==> config.mk <==
export PLATFORM = sky130hd
export DESIGN_NAME = game_state_ctrl
export DESIGN_NICKNAME = d
export VERILOG_FILES = /design/src/rtl/game_state_ctrl.sv
export SDC_FILE = /design/constraint.sdc
export NUM_CORES = 1
export LEC_CHECK = 0
export CORE_ASPECT_RATIO = 0.9
export CORE_MARGIN = 2
export CORE_UTILIZATION = 40
export CTS_BUF_LIST = sky130_fd_sc_hd__clkbuf_2
export CTS_CLUSTER_DIAMETER = 50
export DETAILED_ROUTE_END_ITERATION = 12
export HOLD_SLACK_MARGIN = 0.12
export PLACE_DENSITY_LB_ADDON = 0.15
export RECOVER_POWER = 100
export SETUP_SLACK_MARGIN = 0.2
export SYNTH_ARGS = -nofsm -noshare
export SYNTH_HDL_FRONTEND = slang
export SYNTH_SLANG_ARGS = --single-unit
==> constraint.sdc <==
create_clock -name clk3 -period 13.2 [get_ports clk3]
set_clock_uncertainty 0.15 [all_clocks]
set_input_delay 1.32 -clock clk3 [delete_from_list [all_inputs] [get_ports clk3]]
set_output_delay 1.32 -clock clk3 [all_outputs]
set_load 0.01 [all_outputs]
==> src/rtl/game_state_ctrl.sv <==
// rtl/game_state_ctrl.sv - game state machine, round-robin AABB collision scan and score counter
module game_state_ctrl #(
    parameter int N_OBJ        = 4,
    parameter int XW           = 10,
    parameter int YW           = 10,
    parameter int WW           = 8,
    parameter int HW           = 8,
    parameter int TW           = 6,
    parameter int MARGIN       = 2,
    parameter int SW           = 16,
    parameter int SCORE_PERIOD = 1000,
    localparam int DW          = XW + YW + WW + HW + TW,
    localparam int HIW         = (N_OBJ > 1) ? $clog2(N_OBJ) : 1
) (
    input  logic               clk3,
    input  logic               reset,
    input  logic               btn_start_n,
    input  logic               btn_pause_n,
    input  logic [DW-1:0]      player,
    input  logic [N_OBJ*DW-1:0] obj_bus,
    output logic               start,
    output logic               pause,
    output logic               game_over,
    output logic [HIW-1:0]     hit_index,
    output logic [SW-1:0]      score,
    output logic               scan_done
);

    localparam int CXW  = ((XW > WW) ? XW : WW) + 1;
    localparam int CYW  = ((YW > HW) ? YW : HW) + 1;
    localparam int DIVW = (SCORE_PERIOD > 1) ? $clog2(SCORE_PERIOD) : 1;
    localparam logic [HIW-1:0]  LAST_IDX = HIW'(N_OBJ - 1);
    localparam logic [DIVW-1:0] DIV_TC   = DIVW'(SCORE_PERIOD - 1);

    typedef enum logic [1:0] {S_TITLE, S_RUN, S_PAUSED, S_OVER} state_t;

    state_t          r_state;
    state_t          w_state_next;
    logic            r_start_prev;
    logic            r_pause_prev;
    logic [HIW-1:0]  r_scan_idx;
    logic [DIVW-1:0] r_div;
    logic            r_start;
    logic            r_pause;
    logic            r_game_over;
    logic [HIW-1:0]  r_hit_index;
    logic [SW-1:0]   r_score;
    logic            r_scan_done;

    logic            w_press_s;
    logic            w_press_p;
    logic [DW-1:0]   w_obj;
    logic [XW-1:0]   w_px, w_ox;
    logic [YW-1:0]   w_py, w_oy;
    logic [WW-1:0]   w_pw, w_ow;
    logic [HW-1:0]   w_ph, w_oh;
    logic [TW-1:0]   w_ot;
    logic [CXW-1:0]  w_pxe, w_pxr, w_oxr;
    logic [CYW-1:0]  w_pye, w_pyb, w_oyb;
    logic            w_player_ok;
    logic            w_hit;
    logic            w_unused_ptype;

    assign w_press_s = r_start_prev & ~btn_start_n;
    assign w_press_p = r_pause_prev & ~btn_pause_n;

    assign w_px = player[XW-1:0];
    assign w_py = player[XW +: YW];
    assign w_pw = player[XW+YW +: WW];
    assign w_ph = player[XW+YW+WW +: HW];
    assign w_unused_ptype = ^player[DW-1 -: TW];

    // Select the obstacle record currently under scan
    always_comb begin
        w_obj = '0;
        for (int i = 0; i < N_OBJ; i++) begin
            if (r_scan_idx == i[HIW-1:0]) begin
                w_obj = obj_bus[i*DW +: DW];
            end
        end
    end

    assign w_ox = w_obj[XW-1:0];
    assign w_oy = w_obj[XW +: YW];
    assign w_ow = w_obj[XW+YW +: WW];
    assign w_oh = w_obj[XW+YW+WW +: HW];
    assign w_ot = w_obj[DW-1 -: TW];

    // Inset hitbox; a player no larger than twice the margin has an empty box
    assign w_pxe = CXW'(w_px) + CXW'(MARGIN);
    assign w_pxr = CXW'(w_px) + CXW'(w_pw) - CXW'(MARGIN);
    assign w_pye = CYW'(w_py) + CYW'(MARGIN);
    assign w_pyb = CYW'(w_py) + CYW'(w_ph) - CYW'(MARGIN);
    assign w_oxr = CXW'(w_ox) + CXW'(w_ow);
    assign w_oyb = CYW'(w_oy) + CYW'(w_oh);
    assign w_player_ok = (32'(w_pw) > 32'(2 * MARGIN)) && (32'(w_ph) > 32'(2 * MARGIN));

    // Degenerate obstacles are excluded explicitly: a zero-width line strictly
    // inside the hitbox would otherwise pass the strict edge compares
    assign w_hit = (w_ot != '0) && (w_ow != '0) && (w_oh != '0) && w_player_ok &&
                   (w_pxe < w_oxr) && (CXW'(w_ox) < w_pxr) &&
                   (w_pye < w_oyb) && (CYW'(w_oy) < w_pyb);

    // Next-state decision; a collision outranks a pause press
    always_comb begin
        w_state_next = r_state;
        case (r_state)
            S_TITLE:  if (w_press_s) w_state_next = S_RUN;
            S_RUN: begin
                if (w_hit)          w_state_next = S_OVER;
                else if (w_press_p) w_state_next = S_PAUSED;
            end
            S_PAUSED: if (w_press_p) w_state_next = S_RUN;
            S_OVER:   if (w_press_s) w_state_next = S_TITLE;
            default:  w_state_next = S_TITLE;
        endcase
    end

    // State register, registered outputs, scan pointer and score divider
    always_ff @(posedge clk3) begin
        if (reset) begin
            r_state      <= S_TITLE;
            r_start_prev <= btn_start_n;
            r_pause_prev <= btn_pause_n;
            r_scan_idx   <= '0;
            r_div        <= '0;
            r_start      <= 1'b0;
            r_pause      <= 1'b0;
            r_game_over  <= 1'b0;
            r_hit_index  <= '0;
            r_score      <= '0;
            r_scan_done  <= 1'b0;
        end else begin
            r_start_prev <= btn_start_n;
            r_pause_prev <= btn_pause_n;
            r_state      <= w_state_next;
            r_start      <= (w_state_next != S_TITLE);
            r_pause      <= (w_state_next == S_PAUSED) || (w_state_next == S_OVER);
            r_game_over  <= (w_state_next == S_OVER);
            r_scan_done  <= (r_state == S_RUN) && (r_scan_idx == LAST_IDX);
            case (r_state)
                S_TITLE: begin
                    r_scan_idx <= '0;
                    if (w_press_s) begin
                        r_score <= '0;
                        r_div   <= '0;
                    end
                end
                S_RUN: begin
                    if (w_hit) begin
                        r_hit_index <= r_scan_idx;
                        r_scan_idx  <= '0;
                    end else if (r_scan_idx == LAST_IDX) begin
                        r_scan_idx <= '0;
                    end else begin
                        r_scan_idx <= r_scan_idx + 1'b1;
                    end
                    if (r_div == DIV_TC) begin
                        r_div <= '0;
                        if (r_score != {SW{1'b1}}) r_score <= r_score + 1'b1;
                    end else begin
                        r_div <= r_div + 1'b1;
                    end
                end
                S_PAUSED: begin
                end
                S_OVER: begin
                    r_scan_idx <= '0;
                    if (w_press_s) r_hit_index <= '0;
                end
                default: r_scan_idx <= '0;
            endcase
        end
    end

    assign start     = r_start;
    assign pause     = r_pause;
    assign game_over = r_game_over;
    assign hit_index = r_hit_index;
    assign score     = r_score;
    assign scan_done = r_scan_done;

endmodule

==> results.yml, run 1 <==
outcome:
  status: "finished, violations left"
  violations: "capacitance limit, slew limit"
global_route:
  grt_max_degree: 51
  grt_overflow: 0
  antenna_found_initial: 0
  grt_usage_pct: 24.2
  grt_pass1_wl_um: 31500
  grt_pass1_vias: 6285
synth:
  synth_enable_flop_cells: 0
  syn_avg_cell_area_um2: 7.13
  synth-seq-cells: 38
  netlist_area_mm2: 0.00610
  syn_nets: 1177
  ys_async_sr_fraction_pct: 0
  yosysUniqueCellTypes: 63
  yosys_warnings: 0
  syn-instance-count: 856
  yosysSeqAreaShare_pct: 12.5
  ys.flop_type: "dfxtp_1"
worst_setup_path:
  path_max_fanout: 50
  crit_required_ns: 13.34
  critPathLaunch: "r_scan_idx[0]$_SDFFE_PP0P_"
  reg2reg_depth: 23
  end_kind: "flip-flop"
  arrival_ns: 8.50
  r2r_start: "r_scan_idx[0]$_SDFFE_PP0P_"
  critPathKind: "flip-flop to flip-flop"
  r2r_slack_ns: 4.84
  worst_setup_path_start_kind: "flip-flop"
  r2r-end: "hit_index[1]$_SDFFE_PP0P_"
routing:
  vias: 6651
  first_iter_violations: 339
  drtPass1Iterations: 5
  via_per_inst: 5.27
  drt-total-wl_um: 20100
  final_antenna_net_count: 0
  wl_per_cell_um: 15.9
  drc: 0
sta:
  fin_crit_ns: 8.36
  finalCritPeriodShare_pct: 63.3
  max_freq_mhz: 120
  final_max_slew_viol_count: 51
  rsz0062_at_grt: "false"
  setup_violations: 0
  max_slew_margin_pct: -34.4
  worst_slew_pin_slew_ns: 2.02
  fin_tns_setup_ns: 0
  hold_violations: 0
min_path:
  hp-start: "hit_index[1]$_SDFFE_PP0P_"
  hp-class: "flip-flop to flip-flop"
  min_to: "hit_index[1]$_SDFFE_PP0P_"
  hold_path_depth: 2
place:
  dp.cells: 1257
  place_hpwl_um: 16700
  port_buffers: 229
  gp_congestion: 0.861
clock_network:
  clk_pin_slew_ns: 0.18
  htreeDepth: 2
  numCtsBuffers: 5
  post_cts_buffers: 0
  insertion_delay_ns: 0.40
  cts_tree: "done"
  hold_buffers: 0
  clock_path_buffers: 2
  cts-root-buf: "clkbuf_2"
  cts_resized: 0
  clock-sinks: 38
floorplan:
  die_h_um: 121
  ios: 236
  core-area_mm2: 0.0148
  die_area_mm2: 0.0163
  die_w_um: 134
  initial_core_util_pct: 41.2
  rows: 42
finish:
  layout-drive-gt1-share_pct: 1.50
  instances_no_fill: 1263
  nNetsFinal: 1387
  areaGrowthSynthToFinish_pct: 40.4
  antennaDiodeCount: 0
power_and_ir_drop:
  power_mw: 0.994
  power.density_mw_per_mm2: 116
  leakage_nw: 3.74
  ir_drop_mv: 0.0644
run:
  drv_cap: 1
## area by class of cell
class / count / area, um2
fillers: 1463 / 6250
multi-input cells: 689 / 4840
repair buffers: 234 / 2330
flip-flops and latches: 38 / 761
inverters: 98 / 368
well taps: 198 / 248
clock buffers: 5 / 25.0
clock inverters: 1 / 3.75
## where the power goes
part	internal [mW]	switching (mW)	total, mW	leakage [nW]
registers	0.125	0.00777	0.133	0.308
logic	0.376	0.439	0.815	3.41
clock network	0.0105	0.0363	0.0468	0.0223
## cell usage in the layout (no fill, tap or decap), types with 7 or more instances in the layout
master	instances
clkdlybuf4s50_1	205
o22ai_1	8
nor3_1	10
a211oi_1	11
nor2_1	66
nand4_1	8
ha_1	101
nand3b_1	7
xnor2_1	34
dlygate4sd3_1	24
o21bai_1	9
or3_1	8
nand2b_1	14
inv_1	98
xor2_1	24
and3_1	11
o21ai_0	78
nor2b_1	13
nor4_1	7
a21oi_1	71
a21o_1	17
nand2_1	70
nand3_1	25
nor3b_1	7
dfxtp_1	38
a221o_1	9
## per-stage QoR
step           instance area (um2)  utilization [%]  hold WS, ns  setup slack, ns
2_1_floorplan                 6100                -        0.308             7.67
3_3_place_gp                  8550             57.7        0.326             6.34
3_5_place_dp                  8550             57.7        0.332             6.37
4_1_cts                       8570             57.9        0.358             6.46
5_1_grt                       8570             57.8        0.396             3.86
6_report                      8570             57.8        0.354             4.84
## layer usage
metal	GRT usage [%]	share of wire, %	up-vias	routed length [um]
li1	-	-	3460	-
met1	32.3	47	2956	9410
met2	41.2	44	210	8890
met3	3.26	7.0	25	1410
met4	5.79	1.9	0	382
met5	0	0	-	0
## registers in the layout, indices dropped and copies added, names as in the netlist
register / cells
game_over: 1
r_div: 10
scan_done: 1
pause: 1
r_scan_idx: 2
score: 16
r_pause_prev: 1
start: 1
r_start_prev: 1
r_state: 2
hit_index: 2
## worst max-delay path by stage
stage                                endpoint  cells after the start  slack (ns)
finish              hit_index[1]$_SDFFE_PP0P_                     23        4.84
CTS                 hit_index[1]$_SDFFE_PP0P_                     25        6.46
floorplan           hit_index[1]$_SDFFE_PP0P_                     29        7.67
global route        hit_index[1]$_SDFFE_PP0P_                     23        3.86
detailed placement  hit_index[1]$_SDFFE_PP0P_                     24        6.37
global placement    hit_index[1]$_SDFFE_PP0P_                     24        6.34
## critical path, stage by stage (launching register included)
cell and delay, ns:
dfxtp_1 0.47, ha_1 0.50, clkbuf_1 1.49, inv_1 0.82, o221ai_1 0.64, inv_1 0.10
ha_1 0.31, a21o_1 0.17, a21oi_1 0.21, o21ai_0 0.11, a21oi_1 0.24, o21bai_1 0.09
a21oi_1 0.23, nor2b_1 0.07, o21ai_0 0.19, xor2_1 0.17, ha_1 0.26, a21o_1 0.18
a221oi_1 0.31, nand4_1 0.14, nor4_1 0.59, and3_1 0.41, a2bb2oi_1 0.24, o21ai_0 0.12
## cell usage after synthesis (8+ instances only)
cell type,number,area share (%)
inv_1,97,6.0
nand2b_1,14,1.4
ha_1,103,21
clkbuf_1,18,1.1
o22ai_1,8,0.82
nand2_1,70,4.3
xnor2_1,34,4.9
xor2_1,24,3.4
a21o_1,17,2.1
a221o_1,9,1.5
and3_1,11,1.1
dfxtp_1,38,12
or3_1,8,0.82
nor3_1,10,0.82
a21oi_1,71,5.8
nand3_1,25,2.1
o21ai_0,78,6.4
nor2b_1,13,1.3
nor2_1,66,4.1
nand4_1,8,0.82
buf_2,8,0.66
a211oi_1,11,1.4
o21bai_1,9,1.1
## cell families (layout without fill, tap and decap cells)
logic type | after synthesis | after routing | share of synthesized area [%]
muxes | 2 | 2 | 0.328
buffers and inverters | 129 | 338 | 8.35
adders and majority gates | 107 | 107 | 22.4
DFF | 38 | 38 | 12.5
AOI/OAI and AO/OA | 251 | 251 | 25.7
xor gates and xnor gates | 58 | 58 | 8.32
and+or+nand+nor | 271 | 271 | 22.5
Power figures use the tool's default switching activity.
==> run 2: changes to the inputs <==
Clock period 13.2 ns to 8.6 ns, I/O delays scaled along.
==> results.yml, run 2 (synthesis results as in run 1) <==
worst_setup_path:
  path_buf_inv: 2
  r2r_start: "r_scan_idx[0]$_SDFFE_PP0P_"
  crit_required_ns: 8.79
  worst_setup_path_start_kind: "flip-flop"
  path_max_fanout: 43
  cp_cell_sequence: "ha_1 > inv_2 > o221ai_1 > inv_1 > ha_1 > a21o_1 > a21oi_1 > o21ai_0 > a21oi_1 > o21bai_1 > a21oi_1 > nor2b_1 > o21ai_0 > xor2_1 > ha_1 > a21o_1 > a221oi_1 > nand4_1 > nor4_1 > and3_1 > a2bb2oi_1 > o21ai_0"
  cpPeakStageDelay_ns: 1.21
  critPathLaunch: "r_scan_idx[0]$_SDFFE_PP0P_"
  crit_family: "compound AO/OA/AOI/OAI gates"
  arrival_ns: 7.11
  critPathKind: "flip-flop to flip-flop"
  cp_slowest_cell: "ha_1"
  end_kind: "flip-flop"
outcome:
  status: "finished, violations left"
  violations: "capacitance limit, slew limit"
floorplan:
  rows: 42
  die_area_mm2: 0.0163
  ios: 236
  die_w_um: 134
  initial_core_util_pct: 41.2
  core-area_mm2: 0.0148
  die_h_um: 121
finish:
  fillers: 1442
  layout_common_cells: "clkdlybuf4s50_1 (205), ha_1 (101), inv_1 (97), o21ai_0 (78), a21oi_1 (71)"
  layout-drive-gt1-share_pct: 2.06
  largest_reg_flops: 16
  final_util_pct: 58.2
  nNetsFinal: 1388
  seq_area_um2: 761
  final_common_cell: "clkdlybuf4s50_1"
  areaGrowthSynthToFinish_pct: 41.3
  multi_input_area_mm2: 0.00484
  antennaDiodeCount: 0
min_path:
  hp-class: "flip-flop to flip-flop"
  hp-start: "r_div[9]$_SDFFE_PP0P_"
sta:
  rsz0062_at_grt: "false"
  finalCritPeriodShare_pct: 80.5
  fin_crit_ns: 6.92
  setup_violations: 0
  worst_slew_pin_slew_ns: 1.51
  final_max_slew_viol_count: 44
  hold_violations: 0
  max_slew_margin_pct: -0.435
  fin_tns_setup_ns: 0
  max_freq_mhz: 144
place:
  port_buffers: 229
  place_hpwl_um: 16800
  gp_congestion: 0.859
routing:
  drtPass1Iterations: 8
  drt-total-wl_um: 20300
  wl_per_cell_um: 16.0
  final_antenna_net_count: 0
  vias: 6728
  via_per_inst: 5.31
  drc: 0
  first_iter_violations: 309
clock_network:
  hold_buffers: 0
  numCtsBuffers: 5
  cts-root-buf: "clkbuf_2"
  clk_pin_slew_ns: 0.21
  post_cts_buffers: 0
  clock_path_buffers: 2
  clock-sinks: 38
  htreeDepth: 2
  cts_tree: "done"
  cts_resized: 0
  insertion_delay_ns: 0.43
global_route:
  grt_pass1_wl_um: 32000
  grt_usage_pct: 24.7
  antenna_found_initial: 0
  grt_overflow: 0
  grt_pass1_vias: 6500
  grt_max_degree: 44
power_and_ir_drop:
  leakage_nw: 3.76
  power.density_mw_per_mm2: 182
  ir_drop_mv: 0.115
run:
  drv_cap: 1
[run 2: cell types whose count changed in the layout (fill, tap and decap cells not counted), sizes merged]
cell	delta
clkinv	-1
bufinv	+1
clkinvlp	+2
clkbuf	-1
buf	+2
[run 2: worst register-to-register path: cells and delay by family (launching register included)]
| kind | cells | cell delay (ns) |
|---|---|---|
| adders and majority gates | 3 | 1.77 |
| xor gates and xnor gates | 1 | 0.17 |
| DFF | 1 | 0.48 |
| AOI/OAI and AO/OA | 12 | 2.64 |
| buffers and inverters | 2 | 0.52 |
| and+or+nand+nor | 4 | 1.12 |
[run 2: worst paths after layout]
check / endpoint / slack, ns / depth (start not counted)
worst max-delay path: hit_index[1]$_SDFFE_PP0P_ / 1.68 / 22
worst max register to register: hit_index[1]$_SDFFE_PP0P_ / 1.68 / 22
worst min register to register: r_div[9]$_SDFFE_PP0P_ / 0.35 / 2
worst min-delay path: r_div[9]$_SDFFE_PP0P_ / 0.35 / 2
[run 2: per-layer routing]
| metal | global-route usage, % | wire, um | vias to the layer above |
|---|---|---|---|
| met2 | 41.1 | 8950 | 210 |
| met5 | 0 | 0 | - |
| met1 | 32.4 | 9410 | 3031 |
| li1 | - | - | 3456 |
| met4 | 8.16 | 574 | 0 |
| met3 | 4.09 | 1360 | 31 |
[run 2: area by class of cell]
class	count	area share, %
Inverter	98	4.27
Timing Repair Buffer	235	27.1
Tap cell	198	2.87
Clock inverter	3	0.522
Sequential cell	38	8.82
Multi-Input combinational cell	689	56.1
Clock buffer	5	0.290
[run 2: per-stage QoR]
stage / total power [mW] / area, um2 / worst slack, ns / hold WS (ns) / cells
3_5_place_dp: 1.45 / 8550 / 2.25 / 0.326 / 1258
4_1_cts: 1.57 / 8620 / 2.23 / 0.355 / 1266
3_3_place_gp: 1.43 / 8550 / 2.23 / 0.324 / 1258
5_1_grt: 1.76 / 8620 / 0.873 / 0.408 / 1266
2_1_floorplan: 1.10 / 6100 / 3.07 / 0.308 / 856
6_report: 1.57 / 8620 / 1.68 / 0.355 / 1266
[run 2: report_power, final]
| part | internal (mW) | total [mW] | leakage (nW) | switching [mW] |
|---|---|---|---|---|
| Sequential | 0.192 | 0.204 | 0.308 | 0.0124 |
| Combinational | 0.577 | 1.25 | 3.42 | 0.672 |
| Clock | 0.0488 | 0.113 | 0.0352 | 0.0639 |
